==> src/rtl/hilo_muldiv_unit.sv <==
// hilo_muldiv_unit: HI/LO register pair with a 32-step radix-2 sequential
// multiply/divide engine (mult, multu, div, divu) plus mthi/mtlo writes.
//
// Handshake: start is accepted on a rising edge only while busy=0 (IDLE or
// DONE). busy stays high from the cycle after acceptance through FIX. done is
// a registered one-cycle pulse marking the cycle in which hi/lo first show the
// new result. div_by_zero is only ever high together with done.
module hilo_muldiv_unit (
  input  logic        clk,
  input  logic        rst,
  input  logic        start,
  input  logic [1:0]  op,
  input  logic [31:0] op_a,
  input  logic [31:0] op_b,
  input  logic        mthi,
  input  logic        mtlo,
  input  logic [31:0] wdata,
  output logic        busy,
  output logic        done,
  output logic        div_by_zero,
  output logic [31:0] hi,
  output logic [31:0] lo
);

  typedef enum logic [1:0] {S_IDLE, S_RUN, S_FIX, S_DONE} state_t;

  state_t      state_q, state_d;
  logic [1:0]  op_q, op_d;
  logic [4:0]  cnt_q, cnt_d;
  logic [31:0] b_q, b_d;          // multiplicand (mult) or divisor (div) magnitude
  logic [63:0] p_q, p_d;          // {accumulator/remainder, multiplier/quotient}
  logic        neg_q, neg_d;      // negate product / quotient
  logic        neg_rem_q, neg_rem_d;
  logic        dbz_flag_q, dbz_flag_d;
  logic [31:0] hi_q, hi_d, lo_q, lo_d;
  logic        done_q, done_d, dbz_q, dbz_d;

  logic        is_signed;
  logic [31:0] abs_a, abs_b;
  logic [32:0] mul_sum;
  logic [63:0] mul_next;
  logic [32:0] rem_sh, diff;
  logic [63:0] div_next;
  logic [63:0] prod_fix;
  logic [31:0] quo_fix, rem_fix;

  // Operand magnitudes and one iteration of each datapath.
  always_comb begin
    is_signed = ~op[0];
    abs_a     = (is_signed && op_a[31]) ? (~op_a + 32'd1) : op_a;
    abs_b     = (is_signed && op_b[31]) ? (~op_b + 32'd1) : op_b;
    // Shift-add: add multiplicand when the multiplier LSB is set, shift right.
    mul_sum   = {1'b0, p_q[63:32]} + (p_q[0] ? {1'b0, b_q} : 33'd0);
    mul_next  = {mul_sum, p_q[31:1]};
    // Restoring divide: shift in next dividend bit, keep difference if no borrow.
    rem_sh    = {p_q[63:32], p_q[31]};
    diff      = rem_sh - {1'b0, b_q};
    if (!diff[32]) div_next = {diff[31:0], p_q[30:0], 1'b1};
    else           div_next = {rem_sh[31:0], p_q[30:0], 1'b0};
    prod_fix  = neg_q ? (~p_q + 64'd1) : p_q;
    quo_fix   = neg_q ? (~p_q[31:0] + 32'd1) : p_q[31:0];
    rem_fix   = neg_rem_q ? (~p_q[63:32] + 32'd1) : p_q[63:32];
  end

  // Next-state and register update logic.
  always_comb begin
    state_d    = state_q;
    op_d       = op_q;
    cnt_d      = cnt_q;
    b_d        = b_q;
    p_d        = p_q;
    neg_d      = neg_q;
    neg_rem_d  = neg_rem_q;
    dbz_flag_d = dbz_flag_q;
    hi_d       = hi_q;
    lo_d       = lo_q;
    done_d     = 1'b0;
    dbz_d      = 1'b0;
    case (state_q)
      S_IDLE, S_DONE: begin
        state_d = S_IDLE;
        if (start) begin
          // start has priority; any simultaneous mthi/mtlo is dropped.
          op_d       = op;
          cnt_d      = 5'd0;
          if (op[1]) begin
            p_d = {32'd0, abs_a};
            b_d = abs_b;
          end else begin
            p_d = {32'd0, abs_b};
            b_d = abs_a;
          end
          neg_d      = is_signed & (op_a[31] ^ op_b[31]);
          neg_rem_d  = is_signed & op_a[31];
          dbz_flag_d = op[1] & (op_b == 32'd0);
          state_d    = S_RUN;
        end else begin
          if (mthi) hi_d = wdata;
          if (mtlo) lo_d = wdata;
        end
      end
      S_RUN: begin
        p_d   = op_q[1] ? div_next : mul_next;
        cnt_d = cnt_q + 5'd1;
        if (cnt_q == 5'd31) state_d = S_FIX;
      end
      S_FIX: begin
        if (op_q[1]) begin
          hi_d = rem_fix;
          // A zero divisor yields an all-ones quotient; remainder is op_a.
          lo_d = dbz_flag_q ? 32'hFFFF_FFFF : quo_fix;
        end else begin
          hi_d = prod_fix[63:32];
          lo_d = prod_fix[31:0];
        end
        done_d  = 1'b1;
        dbz_d   = dbz_flag_q;
        state_d = S_DONE;
      end
      default: state_d = S_IDLE;
    endcase
  end

  // State and datapath registers, asynchronous active-low reset.
  always_ff @(posedge clk or negedge rst) begin
    if (!rst) begin
      state_q    <= S_IDLE;
      op_q       <= 2'd0;
      cnt_q      <= 5'd0;
      b_q        <= 32'd0;
      p_q        <= 64'd0;
      neg_q      <= 1'b0;
      neg_rem_q  <= 1'b0;
      dbz_flag_q <= 1'b0;
      hi_q       <= 32'd0;
      lo_q       <= 32'd0;
      done_q     <= 1'b0;
      dbz_q      <= 1'b0;
    end else begin
      state_q    <= state_d;
      op_q       <= op_d;
      cnt_q      <= cnt_d;
      b_q        <= b_d;
      p_q        <= p_d;
      neg_q      <= neg_d;
      neg_rem_q  <= neg_rem_d;
      dbz_flag_q <= dbz_flag_d;
      hi_q       <= hi_d;
      lo_q       <= lo_d;
      done_q     <= done_d;
      dbz_q      <= dbz_d;
    end
  end

  assign busy        = (state_q == S_RUN) || (state_q == S_FIX);
  assign done        = done_q;
  assign div_by_zero = dbz_q;
  assign hi          = hi_q;
  assign lo          = lo_q;

endmodule

==> config.mk <==
export PLATFORM = sky130hd
export DESIGN_NAME = hilo_muldiv_unit
export DESIGN_NICKNAME = d
export VERILOG_FILES = /design/src/rtl/hilo_muldiv_unit.sv
export SDC_FILE = /design/constraint.sdc
export NUM_CORES = 1
export LEC_CHECK = 0
export CAP_MARGIN = 20
export CORE_ASPECT_RATIO = 1.25
export CORE_MARGIN = 2
export CORE_UTILIZATION = 40
export CTS_CLUSTER_SIZE = 30
export DETAILED_ROUTE_END_ITERATION = 10
export PLACE_DENSITY = 0.72
export SKIP_LAST_GASP = 1
export SLEW_MARGIN = 20
export SYNTH_ARGS = -nofsm -noshare
export SYNTH_HDL_FRONTEND = slang
export SYNTH_SLANG_ARGS = --single-unit
==> constraint.sdc <==
create_clock -name clk -period 3.7 [get_ports clk]
set_input_delay 0.74 -clock clk [delete_from_list [all_inputs] [get_ports clk]]
set_output_delay 0.74 -clock clk [all_outputs]
set_load 0.05 [all_outputs]
==> results of run 1 <==
stage by stage:
step                      hold WS (ps)  total power, W  TNS [ps]  setup WS, ps
after global placement             462          0.0165         0           152
after global routing               350          0.0201     -29.6         -29.6
after CTS                          339          0.0187         0          82.2
final                              312          0.0189         0          86.1
after detailed placement           466          0.0167         0          95.5
after floorplan                    444          0.0125         0           330
final cells by class:
| type | instances | area, µm² |
|---|---|---|
| Clock inverter | 15 | 210 |
| Inverter | 69 | 259 |
| Sequential cell | 173 | 4330 |
| Timing Repair Buffer | 287 | 2640 |
| Clock buffer | 17 | 425 |
| Tap cell | 486 | 608 |
| Multi-Input combinational cell | 1576 | 10100 |
| Fill cell | 3641 | 18600 |
layer usage:
metal / vias up / wire length [µm] / global-route usage (%)
li1: 7354 / - / -
met1: 7352 / 22600 / 34.8
met2: 566 / 26200 / 45.7
met3: 138 / 2650 / 3.16
met4: 0 / 3240 / 15.0
met5: - / 0 / 0
Yosys cell counts (6+ instances only):
cell type  instances
a211oi_1          30
a21o_1            22
a21oi_1          180
a22oi_1           16
a31oi_1           16
and2_1             9
and3_1            10
buf_1             14
clkbuf_1          86
dfrtp_1          173
ha_1              72
inv_1             68
mux2_2            21
mux2i_1           64
nand2_1          208
nand2b_1          21
nand3_1           25
nand3b_1           7
nand4_1           10
nor2_1           202
nor2b_1           15
nor3_1            40
nor3b_1            6
nor4_1            12
o211ai_1           8
o21a_1             8
o21ai_0          194
o21ai_1           12
o21bai_1          10
o221ai_1           8
o22ai_1           37
o31ai_1           24
o41ai_1           10
or2_2              6
or3_1             12
or4_1             11
xnor2_1           91
xor2_1            77
registers in the layout, indices dropped and copies added (netlist names):
name	flops
neg_q	1
op_q	1
lo	32
neg_rem_q	1
done	1
b_q	32
cnt_q	5
hi	32
p_q	64
dbz_flag_q	1
state_q	2
div_by_zero	1
kinds of logic (layout without fill, tap and decap cells):
group | Yosys count | count (layout) | share of synthesized area [%]
buffers and inverters | 179 | 388 | 4.60
AOI/OAI and AO/OA | 630 | 630 | 25.6
muxes | 85 | 85 | 5.82
xor gates and xnor gates | 168 | 168 | 9.76
adders and majority gates | 74 | 74 | 6.24
DFF | 173 | 173 | 28.7
and+or+nand+nor | 619 | 619 | 19.3
worst max path at each step:
stage,startpoint,slack [ps],end,depth (start not counted)
2_1_floorplan,p_q[0],330,p_q[63],15
3_3_place_gp,op_b[9],150,p_q[14],10
3_5_place_dp,op_b[9],100,p_q[14],10
4_1_cts,p_q[31],80,p_q[62],13
5_1_grt,p_q[31],-30,p_q[62],14
6_report,b_q[1],90,p_q[51],11
worst max-delay path: cells and delay by family, from the launching register on:
| kind | cells | cell delay, ps |
|---|---|---|
| and+or+nand+nor | 3 | 540 |
| AOI/OAI and AO/OA | 5 | 1970 |
| buffers and inverters | 1 | 70 |
| adders and majority gates | 1 | 290 |
| DFF | 1 | 430 |
| muxes | 1 | 150 |
placed cells by master (no fill, tap or decap), types with 10 or more instances in the layout:
cell	Yosys	final
nand2b_1	21	21
a21o_1	22	22
a21oi_1	180	177
o21ai_0	194	193
dfrtp_1	173	172
o41ai_1	10	10
mux2i_1	64	64
a211oi_1	30	30
and3_1	10	10
buf_4	4	113
clkdlybuf4s50_1	0	167
xor2_1	77	77
clkbuf_16	0	17
nor2b_1	15	15
mux2_2	21	21
o21ai_1	12	12
or3_1	12	12
a22oi_1	16	16
nor2_1	202	202
o22ai_1	37	37
or4_1	11	11
o31ai_1	24	24
nand3_1	25	25
xnor2_1	91	91
a31oi_1	16	16
o21bai_1	10	10
nand2_1	208	207
nand4_1	10	10
nor4_1	12	12
nor3_1	40	40
ha_1	72	71
inv_1	68	68
repair_timing:
action,CTS,global route
buffers inserted,0,1
endpoints found under the setup margin,0,18
resized for setup,0,2
hold endpoints to repair,0,0
where the power goes:
part           internal (W)  switching, W
clock              0.000994      0.000972
sequential          0.00277      0.000915
combinational       0.00503       0.00821
==> flow_metrics.env, run 1 <==
export IMPL_slew_violations=0
export IMPL_grt_overflow_total=0
export IMPL_fmax_mhz=277
export IMPL_synth_edf_count=0
export IMPL_clk_pin_slew_ps=80
export IMPL_max_stage_delay_ps=830
export IMPL_vias_per_cell=5.87
export IMPL_timing_final_crit_share_pct=97.7
export IMPL_post_route_util_pct=50.0
export IMPL_drtPass1Iterations=5
export IMPL_clock_sinks=173
export IMPL_die_area_um2=39300
export IMPL_path_cells="inv_1 -> ha_1 -> nor2b_1 -> o31a_1 -> a2111oi_0 -> nor2_1 -> a21oi_1 -> nor4b_1 -> a311o_1 -> mux2i_1 -> o221ai_1"
export IMPL_fin_crit_ps=3610
export IMPL_cts_tree="built"
export IMPL_hold_buffers=0
export IMPL_die_w_um=178
export IMPL_reg2reg_from="b_q[1]"
export IMPL_ir_drop_v=0.000572
export IMPL_reg2reg_slack_ps=90
export IMPL_area_growth_pct=23.2
export IMPL_outcome="finished, final reports clean"
export IMPL_nets=2301
export IMPL_fp_coreArea_um2=37200
export IMPL_ctsHtreeMaxLevel=4
export IMPL_cts_buffers=17
export IMPL_drc_errors=0
export IMPL_dp_hpwl_um=43700
export IMPL_postLayoutCellArea_um2=18600
export IMPL_path_max_fanout=4
export IMPL_ys_async_sr_fraction_pct=100
export IMPL_port_buffers=169
export IMPL_yosysSeqAreaShare_pct=28.7
export IMPL_vias=15400
export IMPL_dp_cells=2590
export IMPL_r2r_cells=11
export IMPL_ys_top_cells_by_area="dfrtp_1, o21ai_0, a21oi_1, ha_1, xnor2_1"
export IMPL_routedWlPerCell_um=20.9
export IMPL_placed_area_um2=17900
export IMPL_stdcell_count=2623
export IMPL_syn_num_nets=2105
export IMPL_slew_headroom_pct=39.5
export IMPL_cp_slowest_cell="a2111oi_0"
export IMPL_start_util_pct=40.6
export IMPL_r2r_end="p_q[51]"
export IMPL_place_gp_congestion=0.972
export IMPL_worstSetupStartpointType="flop"
export IMPL_crit_arrival_ps=3900
export IMPL_synth_ff_type="dfrtp_1"
export IMPL_ys_types=88
export IMPL_cts_root_buffer="clkbuf_16"
export IMPL_antenna_cells=0
export IMPL_setup_viol=0
export IMPL_grt_max_degree=95
export IMPL_drive_gt1_share_pct=9.92
export IMPL_wl_um=54700
export IMPL_clk_path_buf_depth=2
export IMPL_endpoint_kind="flop"
export IMPL_cap_viol_max_count=0
export IMPL_row_count=79
export IMPL_grt_usage_pct=27.6
export IMPL_synth_top_area_share_pct=28.7
export IMPL_antenna_found_initial=0
export IMPL_clock_skew_final_ps=14.1
export IMPL_postRouteAntennaNets=0
export IMPL_grt_pass1_vias=14900
export IMPL_crit_required_ps=3990
export IMPL_synth_area_um2=15100
export IMPL_worst_pin_slew_ps=885
export IMPL_clk_latency_ps=450
export IMPL_leakage_nw=7.88
export IMPL_yosys_area_top_type="dfrtp_1"
export IMPL_grt_pass1_wl_um=84200
export IMPL_io_pins=170
export IMPL_hold_viol=0
export IMPL_ys_ff_latch=173
export IMPL_power_density_nw_per_um2=1020
export IMPL_worstHoldPathType="input port to asynchronous set/reset pin"
export IMPL_chipHeight_um=221
export IMPL_ys_warnings_count=0
export IMPL_drt_iter0_drc=1105
export IMPL_syn_inst=1928
export IMPL_criticalPathCategory="flop to flop"
export IMPL_avgSynthCellArea_um2=7.82
Power figures use the tool's default switching activity.
==> run 2, diff against run 1 <==
- PLACE_DENSITY: 0.72 -> 0.57
==> run 2 against run 1 <==
Compared with the run above:
- design area fell by 1.5%
- setup slack got worse by 28 ps
- clock skew rose by 9.5 ps
- critical endpoint is now p_q[32]
- wire length rose by 5.2%
- power fell by 1.0%
- global-route usage rose by 1.4 points
- sequential share of layout area rose by 0.34 points
==> flow_metrics.env, run 2 (same netlist as run 1, synthesis figures left out) <==
export IMPL_ctsHtreeMaxLevel=4
export IMPL_drive_gt1_share_pct=8.64
export IMPL_port_buffers=169
export IMPL_hold_viol=0
export IMPL_chipHeight_um=221
export IMPL_grt_usage_pct=29.0
export IMPL_clk_path_buf_depth=2
export IMPL_io_pins=170
export IMPL_worst_pin_slew_ps=979
export IMPL_grt_pass1_vias=14500
export IMPL_start_util_pct=40.6
export IMPL_cp_startpoint="b_q[5]"
export IMPL_timing_final_crit_share_pct=98.4
export IMPL_clk_latency_ps=460
export IMPL_antenna_found_initial=0
export IMPL_postRouteAntennaNets=0
export IMPL_crit_buf_inv=3
export IMPL_row_count=79
export IMPL_cts_tree="built"
export IMPL_ir_drop_v=0.000462
export IMPL_die_w_um=178
export IMPL_setup_viol=0
export IMPL_reg2reg_from="b_q[5]"
export IMPL_crit_required_ps=4060
export IMPL_cts_buffers=17
export IMPL_vias_per_cell=5.81
export IMPL_power_density_nw_per_um2=1020
export IMPL_hold_ws_ps=285
export IMPL_worstHoldPathType="input port to asynchronous set/reset pin"
export IMPL_wl_um=57600
export IMPL_largest_reg_flops=64
export IMPL_critical_path_top_delay_family="compound AO/OA/AOI/OAI gates"
export IMPL_slew_headroom_pct=34.5
export IMPL_vias=15100
export IMPL_mostFrequentLayoutCells="nand2_1, nor2_1, o21ai_0"
export IMPL_dp_hpwl_um=46000
export IMPL_nets=2271
export IMPL_fin_crit_ps=3640
export IMPL_drtPass1Iterations=5
export IMPL_layout_commonest_cell="nand2_1"
export IMPL_path_max_fanout=29
export IMPL_place_gp_congestion=1.01
export IMPL_grt_overflow_total=0
export IMPL_endpoint_kind="flop"
export IMPL_clk_pin_slew_ps=90
export IMPL_path_cells="inv_1 -> ha_1 -> a2111oi_0 -> a21oi_2 -> o2111ai_1 -> a211oi_2 -> buf_4 -> nor3_1 -> nand3b_1 -> buf_12 -> mux2_2 -> o221ai_1"
export IMPL_worstSetupStartpointType="flop"
export IMPL_criticalPathCategory="flop to flop"
export IMPL_grt_pass1_wl_um=86800
export IMPL_fp_coreArea_um2=37200
export IMPL_crit_arrival_ps=4000
export IMPL_drt_iter0_drc=1004
export IMPL_post_route_util_pct=49.3
export IMPL_clock_skew_final_ps=23.7
export IMPL_outcome="finished, final reports clean"
export IMPL_fmax_mhz=275
export IMPL_drc_errors=0
export IMPL_max_stage_delay_ps=800
export IMPL_grt_max_degree=83
export IMPL_antenna_cells=0
export IMPL_area_growth_pct=21.4
export IMPL_slew_violations=0
export IMPL_routedWlPerCell_um=22.2
export IMPL_cp_slowest_cell="a2111oi_0"
export IMPL_clock_sinks=173
export IMPL_hold_buffers=0
export IMPL_cap_viol_max_count=0
export IMPL_leakage_nw=7.70
export IMPL_regMostFlops="p_q"
export IMPL_cts_root_buffer="clkbuf_16"
export IMPL_die_area_um2=39300
-- run 2: power by group --
part           leakage (nW)  internal (W)  switching (W)
registers              2.14       0.00277       0.000925
logic                  5.28       0.00488        0.00826
clock network         0.287      0.000914       0.000952
-- run 2: area by class of cell --
class,count,area [µm²]
clock buffers,18,429
clock inverters,14,169
fillers,3752,18900
inverters,69,259
multi-input cells,1576,10100
flip-flops and latches,173,4330
well taps,486,608
repair buffers,257,2400
-- run 2: routing by layer --
metal / track usage [%] / share of wire [%]
met2: 48.7 / 49
met3: 3.32 / 4.3
met4: 14.6 / 5.2
met1: 36.5 / 42
met5: 0 / 0
-- run 2: timing repair --
item | 4_1_cts | 5_1_grt
setup endpoints to repair | 0 | 23
buffers inserted | 0 | 1
resized for setup | 0 | 3
endpoints found under the hold margin | 0 | 0
-- run 2: final timing paths --
kind,end,slack (ps),depth (start not counted)
max,p_q[32],60,12
min,p_q[3],280,1
max reg2reg,p_q[32],60,12
min reg2reg,b_q[19],480,2
max in group asynchronous,p_q[58],2580,2
min in group clk,b_q[19],480,2
-- run 2: through the flow --
stage | instance area [µm²] | setup WS, ps | std cells | setup TNS, ps | total power, W
global placement | 17700 | 159 | 2560 | 0 | 0.0166
floorplan | 15100 | 330 | 1928 | 0 | 0.0125
finish | 18300 | 58.3 | 2593 | 0 | 0.0187
CTS | 18300 | 126 | 2592 | 0 | 0.0186
global route | 18300 | -45.9 | 2593 | -61.1 | 0.0200
detailed placement | 17700 | 70.6 | 2560 | 0 | 0.0167
